### config.mk
export PLATFORM = sky130hd
export DESIGN_NAME = page_scheduler
export DESIGN_NICKNAME = d
export VERILOG_FILES = /design/src/rtl/page_scheduler_pkg.sv /design/src/rtl/page_scheduler.sv
export SDC_FILE = /design/constraint.sdc
export NUM_CORES = 1
export LEC_CHECK = 0
export CAP_MARGIN = 30
export CORE_AREA = 2 2 482 484
export CTS_CLUSTER_SIZE = 30
export DETAILED_ROUTE_END_ITERATION = 8
export DIE_AREA = 0 0 484 486
export PLACE_DENSITY = 0.3
export RECOVER_POWER = 100
export SLEW_MARGIN = 20
export SYNTH_ARGS = -nofsm -noshare
export SYNTH_HDL_FRONTEND = slang
export SYNTH_SLANG_ARGS = --single-unit
### constraint.sdc
create_clock -name clk -period 7.9 [get_ports clk]
set_clock_uncertainty 0.1 [all_clocks]
set_input_delay 1.58 -clock clk [delete_from_list [all_inputs] [get_ports clk]]
set_output_delay 1.58 -clock clk [all_outputs]
set_load 0.05 [all_outputs]
### src/rtl/page_scheduler_pkg.sv
// Shared types for the piano page sequencer.
// Provides the top-level state encoding, the decoded user-input record, the per-page
// output record (screen text, seven-segment text, requested state) and the blank display
// constants used while switching pages.
package page_scheduler_pkg;

  localparam int unsigned StateW = 3;

  // Page slot index equals the state encoding.
  typedef enum logic [StateW-1:0] {
    INIT      = 3'd0,
    MENU      = 3'd1,
    FREE_PLAY = 3'd2,
    AUTO_PLAY = 3'd3,
    LEARN     = 3'd4
  } top_state_e;

  typedef logic [15:0][7:0] screen_text_t;
  typedef logic [7:0][7:0]  seg_text_t;

  typedef struct packed {
    logic [3:0] arrow_keys;
    logic [7:0] note_keys;
  } user_input_t;

  // state is a raw field so a page can request an out-of-range slot.
  typedef struct packed {
    screen_text_t      text;
    seg_text_t         seg;
    logic [StateW-1:0] state;
  } program_output_t;

  localparam screen_text_t BlankText = {16{8'h20}};
  localparam seg_text_t    BlankSeg  = {8{8'h20}};

  localparam logic [3:0] KeyRight = 4'b1000;

  function automatic program_output_t blank_output(input top_state_e st);
    program_output_t o;
    o.text  = BlankText;
    o.seg   = BlankSeg;
    o.state = st;
    return o;
  endfunction

endpackage

### src/rtl/page_scheduler.sv
// Top-level page sequencer.
// Tracks the active page, routes user input only to it, registers its display output and
// performs a clean switch (blank, reset target page, settle) when the active page requests
// a new state.
// Ports:
//   clk, rst      clock, asynchronous active-high reset
//   user_in       decoded user input
//   page_out      outputs of every page module
//   page_user_in  per-page gated input, zero for all but the armed active page
//   page_rst      per-page synchronous reset pulse
//   disp_out      registered text/seg/state for the display drivers
//   cur_state     active page
//   switching     high while not in the run phase
//   bad_req       one-cycle pulse (registered) after an out-of-range request
module page_scheduler
  import page_scheduler_pkg::*;
#(
  parameter int unsigned NUM_PAGES    = 5,
  parameter int unsigned BLANK_CYCLES = 4
) (
  input  logic                 clk,
  input  logic                 rst,
  input  user_input_t          user_in,
  input  program_output_t      page_out     [NUM_PAGES],
  output user_input_t          page_user_in [NUM_PAGES],
  output logic [NUM_PAGES-1:0] page_rst,
  output program_output_t      disp_out,
  output top_state_e           cur_state,
  output logic                 switching,
  output logic                 bad_req
);

  localparam int unsigned CntW = $clog2(BLANK_CYCLES + 1);

  typedef enum logic [1:0] {PhRun, PhBlank, PhKick, PhSettle} phase_e;

  phase_e          phase_q, phase_d;
  top_state_e      tgt_q, tgt_d;
  top_state_e      cur_q, cur_d;
  logic            kick_all_q, kick_all_d;
  logic            armed_q, armed_d;
  logic [CntW-1:0] cnt_q, cnt_d;
  program_output_t disp_q, disp_d;
  logic            bad_req_q, bad_req_d;

  logic [StateW-1:0] req;

  always_comb begin
    phase_d    = phase_q;
    tgt_d      = tgt_q;
    cur_d      = cur_q;
    kick_all_d = kick_all_q;
    armed_d    = armed_q;
    cnt_d      = cnt_q;
    disp_d     = blank_output(cur_q);
    bad_req_d  = 1'b0;
    page_rst   = '0;
    req        = page_out[cur_q].state;

    unique case (phase_q)
      PhRun: begin
        disp_d = page_out[cur_q];
        // Key-release lockout: the press that caused the switch must be released first.
        if (!armed_q && (user_in.arrow_keys == 4'b0000)) begin
          armed_d = 1'b1;
        end
        if (req != cur_q) begin
          if (32'(req) >= NUM_PAGES) begin
            bad_req_d = 1'b1;
          end else begin
            tgt_d   = top_state_e'(req);
            cnt_d   = CntW'(BLANK_CYCLES - 1);
            phase_d = PhBlank;
            // Blank from the first switching cycle rather than one cycle late.
            disp_d  = blank_output(cur_q);
          end
        end
      end
      PhBlank: begin
        if (cnt_q == '0) begin
          phase_d = PhKick;
        end else begin
          cnt_d = cnt_q - CntW'(1);
        end
      end
      PhKick: begin
        if (kick_all_q) begin
          page_rst = '1;
        end else begin
          page_rst = NUM_PAGES'(1) << tgt_q;
        end
        kick_all_d = 1'b0;
        phase_d    = PhSettle;
      end
      PhSettle: begin
        cur_d   = tgt_q;
        armed_d = 1'b0;
        phase_d = PhRun;
      end
      default: phase_d = PhKick;
    endcase
  end

  always_comb begin
    for (int unsigned i = 0; i < NUM_PAGES; i++) begin
      page_user_in[i] = '0;
      if ((phase_q == PhRun) && armed_q && (32'(cur_q) == i)) begin
        page_user_in[i] = user_in;
      end
    end
  end

  always_ff @(posedge clk or posedge rst) begin
    if (rst) begin
      phase_q    <= PhKick;
      tgt_q      <= INIT;
      cur_q      <= INIT;
      kick_all_q <= 1'b1;
      armed_q    <= 1'b0;
      cnt_q      <= '0;
      disp_q     <= blank_output(INIT);
      bad_req_q  <= 1'b0;
    end else begin
      phase_q    <= phase_d;
      tgt_q      <= tgt_d;
      cur_q      <= cur_d;
      kick_all_q <= kick_all_d;
      armed_q    <= armed_d;
      cnt_q      <= cnt_d;
      disp_q     <= disp_d;
      bad_req_q  <= bad_req_d;
    end
  end

  assign disp_out  = disp_q;
  assign cur_state = cur_q;
  assign switching = (phase_q != PhRun);
  assign bad_req   = bad_req_q;

endmodule

==> flow_summary.json <==
{
  "status": "complete, but fails checks",
  "failed_checks": "max-capacitance violations, max-slew violations",
  "hold_buffers": 0,
  "synth_seq_cells": 209,
  "die-width_microns": 484,
  "max_slew_margin_pct": -111.2,
  "syn-mean-instance-area_sq_um": 12.19,
  "area_delta_synth_final_pct": 126.3,
  "grt_pass1_vias": 17830,
  "layout-drive-gt1-share_pct": 13.74,
  "initialDrtViolationCount": 949,
  "setup_tns_ns": 0,
  "grt_pass1_wl_microns": 220300,
  "wl_microns": 180000,
  "fin_crit_sh_pct": 80.39,
  "cts.sinks": 209,
  "dieHeight_microns": 486,
  "ctsResizeCount": 0,
  "required_ns": 8.33,
  "ir_drop_v": 0.0001638,
  "gp_congestion": 0.9037,
  "worstMarginPinSlew_ns": 3.169,
  "powerDensity_nw_per_um2": 293.7,
  "syn_area_sq_um": 13990,
  "vias_per_cell": 3.148,
  "crit_type": "reg2reg",
  "p_total_uw": 9299,
  "clk_latency_ns": 0.64,
  "ys_seq_area_share_pct": 37.61,
  "wl_met3_microns": 25420,
  "met2_length_microns": 84440,
  "syn_nets": 2143,
  "start_kind": "flop",
  "fillCellCount": 25970,
  "yosysTopAreaCell": "dfrtp_1",
  "cts_buffer_depth": 3,
  "cts_htree_levels": 2,
  "yosysUniqueCellTypes": 51,
  "p_leak_uw": 0.01173,
  "wire_per_inst_microns": 33.00,
  "max_freq_mhz": 157.5,
  "firstDrtPassIters": 7,
  "final_nets": 3345,
  "max_cap_violations": 4,
  "cts_setup_buffers": 0,
  "die-area_sq_um": 235200,
  "start_util_pct": 6.098,
  "grt_overflow": 0,
  "cts_tree": "yes",
  "syn_inst": 1148,
  "grt_max_degree": 97,
  "ys_warn_count": 0,
  "drv_slew": 136,
  "r2r_setup_slack_ns": 1.55,
  "setup.worst_path.end_class": "flop",
  "crit_fanout": 61,
  "num_vias": 17170,
  "synth-edff-count": 0,
  "hold_class": "reg2reg",
  "hold_viol_final": 0,
  "async_reset_ff_share_pct": 100.0,
  "rsz0062_at_grt": "no",
  "synthFlopType": "dfrtp_1",
  "ys_top_cells_by_area": "dfrtp_1 33%, mux4_2 29%, a22oi_1 5.0%",
  "min_period_ns": 6.351,
  "cts_buffers": 39,
  "grt_usage_pct": 14.75,
  "setup_viol": 0,
  "dp_hpwl_microns": 154800,
  "num_rows": 176,
  "top_layer": "met5",
  "yosys.area.top_type_share_pct": 32.73,
  "io_pins": 1254,
  "ant_nets": 0,
  "path_clk_slew_ns": 0.06,
  "met1_length_microns": 63660,
  "cts_root_buf": "clkbuf_16",
  "cp.arrival_ns": 6.78,
  "drc": 0,
  "portBuffers": 1253,
  "antenna_found_initial": 233,
  "core_sq_um": 229500
}
[state kept, by name (all words and copies together), names as in the netlist]
| name | flops |
|---|---|
| bad_req | 1 |
| disp_out | 195 |
| armed_q | 1 |
| kick_all_q | 1 |
| cur_state | 3 |
| cnt_q | 3 |
| phase_q | 2 |
| tgt_q | 3 |
[cell usage in the layout (no fill, tap or decap), drive strengths merged, types with 60 or more instances in the layout]
master and instances:
a22oi 93, a32oi 66, and2 60, clkbuf 61, clkdlybuf4s50 989, dfrtp 183, dlygate4sd3 261, mux4 182
nand2b 72, nor2 180
[path summary, 6_finish.rpt]
| kind | start | cells past startpoint | to |
|---|---|---|---|
| hold reg to reg | kick_all_q$_DFFE_PP1P_ | 1 | kick_all_q$_DFFE_PP1P_ |
| setup reg to reg | cur_state[1]$_DFFE_PP0P_ | 9 | disp_out[0]$_DFF_PP0_ |
| hold / removal | kick_all_q$_DFFE_PP1P_ | 1 | kick_all_q$_DFFE_PP1P_ |
| max in group asynchronous | rst | 3 | disp_out[170]$_DFF_PP0_ |
| setup / recovery | cur_state[1]$_DFFE_PP0P_ | 9 | disp_out[0]$_DFF_PP0_ |
| min in group asynchronous | rst | 2 | disp_out[142]$_DFF_PP0_ |
[worst max-delay path, stage by stage, from the launching register on]
cell and delay, ns:
dfrtp_4 0.65, clkbuf_1 2.05, buf_4 0.73, mux2i_1 0.45, nand2b_1 0.16, o211ai_1 0.20
o2bb2ai_4 0.27, nand2_8 0.40, buf_4 0.67, mux2_2 0.41
[cell families (layout without fill, tap and decap cells)]
logic type / after synthesis / count (layout) / synth area share (%)
compound gates: 238 / 238 / 13.93
fa+ha+maj: 6 / 6 / 0.5365
buf+inv: 136 / 1368 / 4.149
flops: 209 / 209 / 37.61
mux: 208 / 208 / 31.29
other cells: 0 / 48 / 0
simple gates: 351 / 351 / 12.48
[synth_stat cells (6+ instances only)]
cell type  number
a21oi_1         8
nor2_1        180
mux2_2          9
clkbuf_1       76
nor2b_1        15
a32oi_1        66
o32a_1         11
a221o_1        26
buf_2          44
a22oi_1        93
ha_1            6
nand2b_1       72
o22ai_1        13
dfstp_2        26
inv_1           9
mux2i_1        14
dfrtp_1       183
and2_1         60
mux4_2        182
[cell type report]
class	count	area (sq um)	area share, %
Inverter	10	46.29	0.1462
Clock buffer	54	1134	3.580
Clock inverter	17	257.7	0.8139
Multi-Input combinational cell	803	8183	25.84
Timing Repair Buffer	1287	12870	40.64
Antenna cell	48	120.1	0.3793
Tap cell	3026	3786	11.96
Sequential cell	209	5270	16.64
[report_power, final]
group	total, uW	switching [uW]	internal (uW)
clock	1980	781	1200
sequential	1570	177	1390
combinational	5760	3510	2250
[metrics by stage]
step	hold slack, ns	cell area (sq um)	setup slack (ns)	std cells	utilization [%]
after global routing	0.4518	31580	1.172	5418	13.76
after CTS	0.4286	31590	2.155	5406	13.77
final	0.4257	31670	1.549	5454	13.80
after global placement	0.4148	30090	2.480	5330	13.11
after floorplan	0.3949	13990	0.5538	1148	-
after detailed placement	0.4223	30200	2.488	5335	13.16
[routing by layer]
metal  track usage, %  vias to the layer above
li1                 -                     6986
met1            15.43                     8432
met2            24.62                     1226
met3            8.982                      377
met4            4.193                      146
met5                0                        -
No activity file was read; power rests on OpenSTA's default activity.
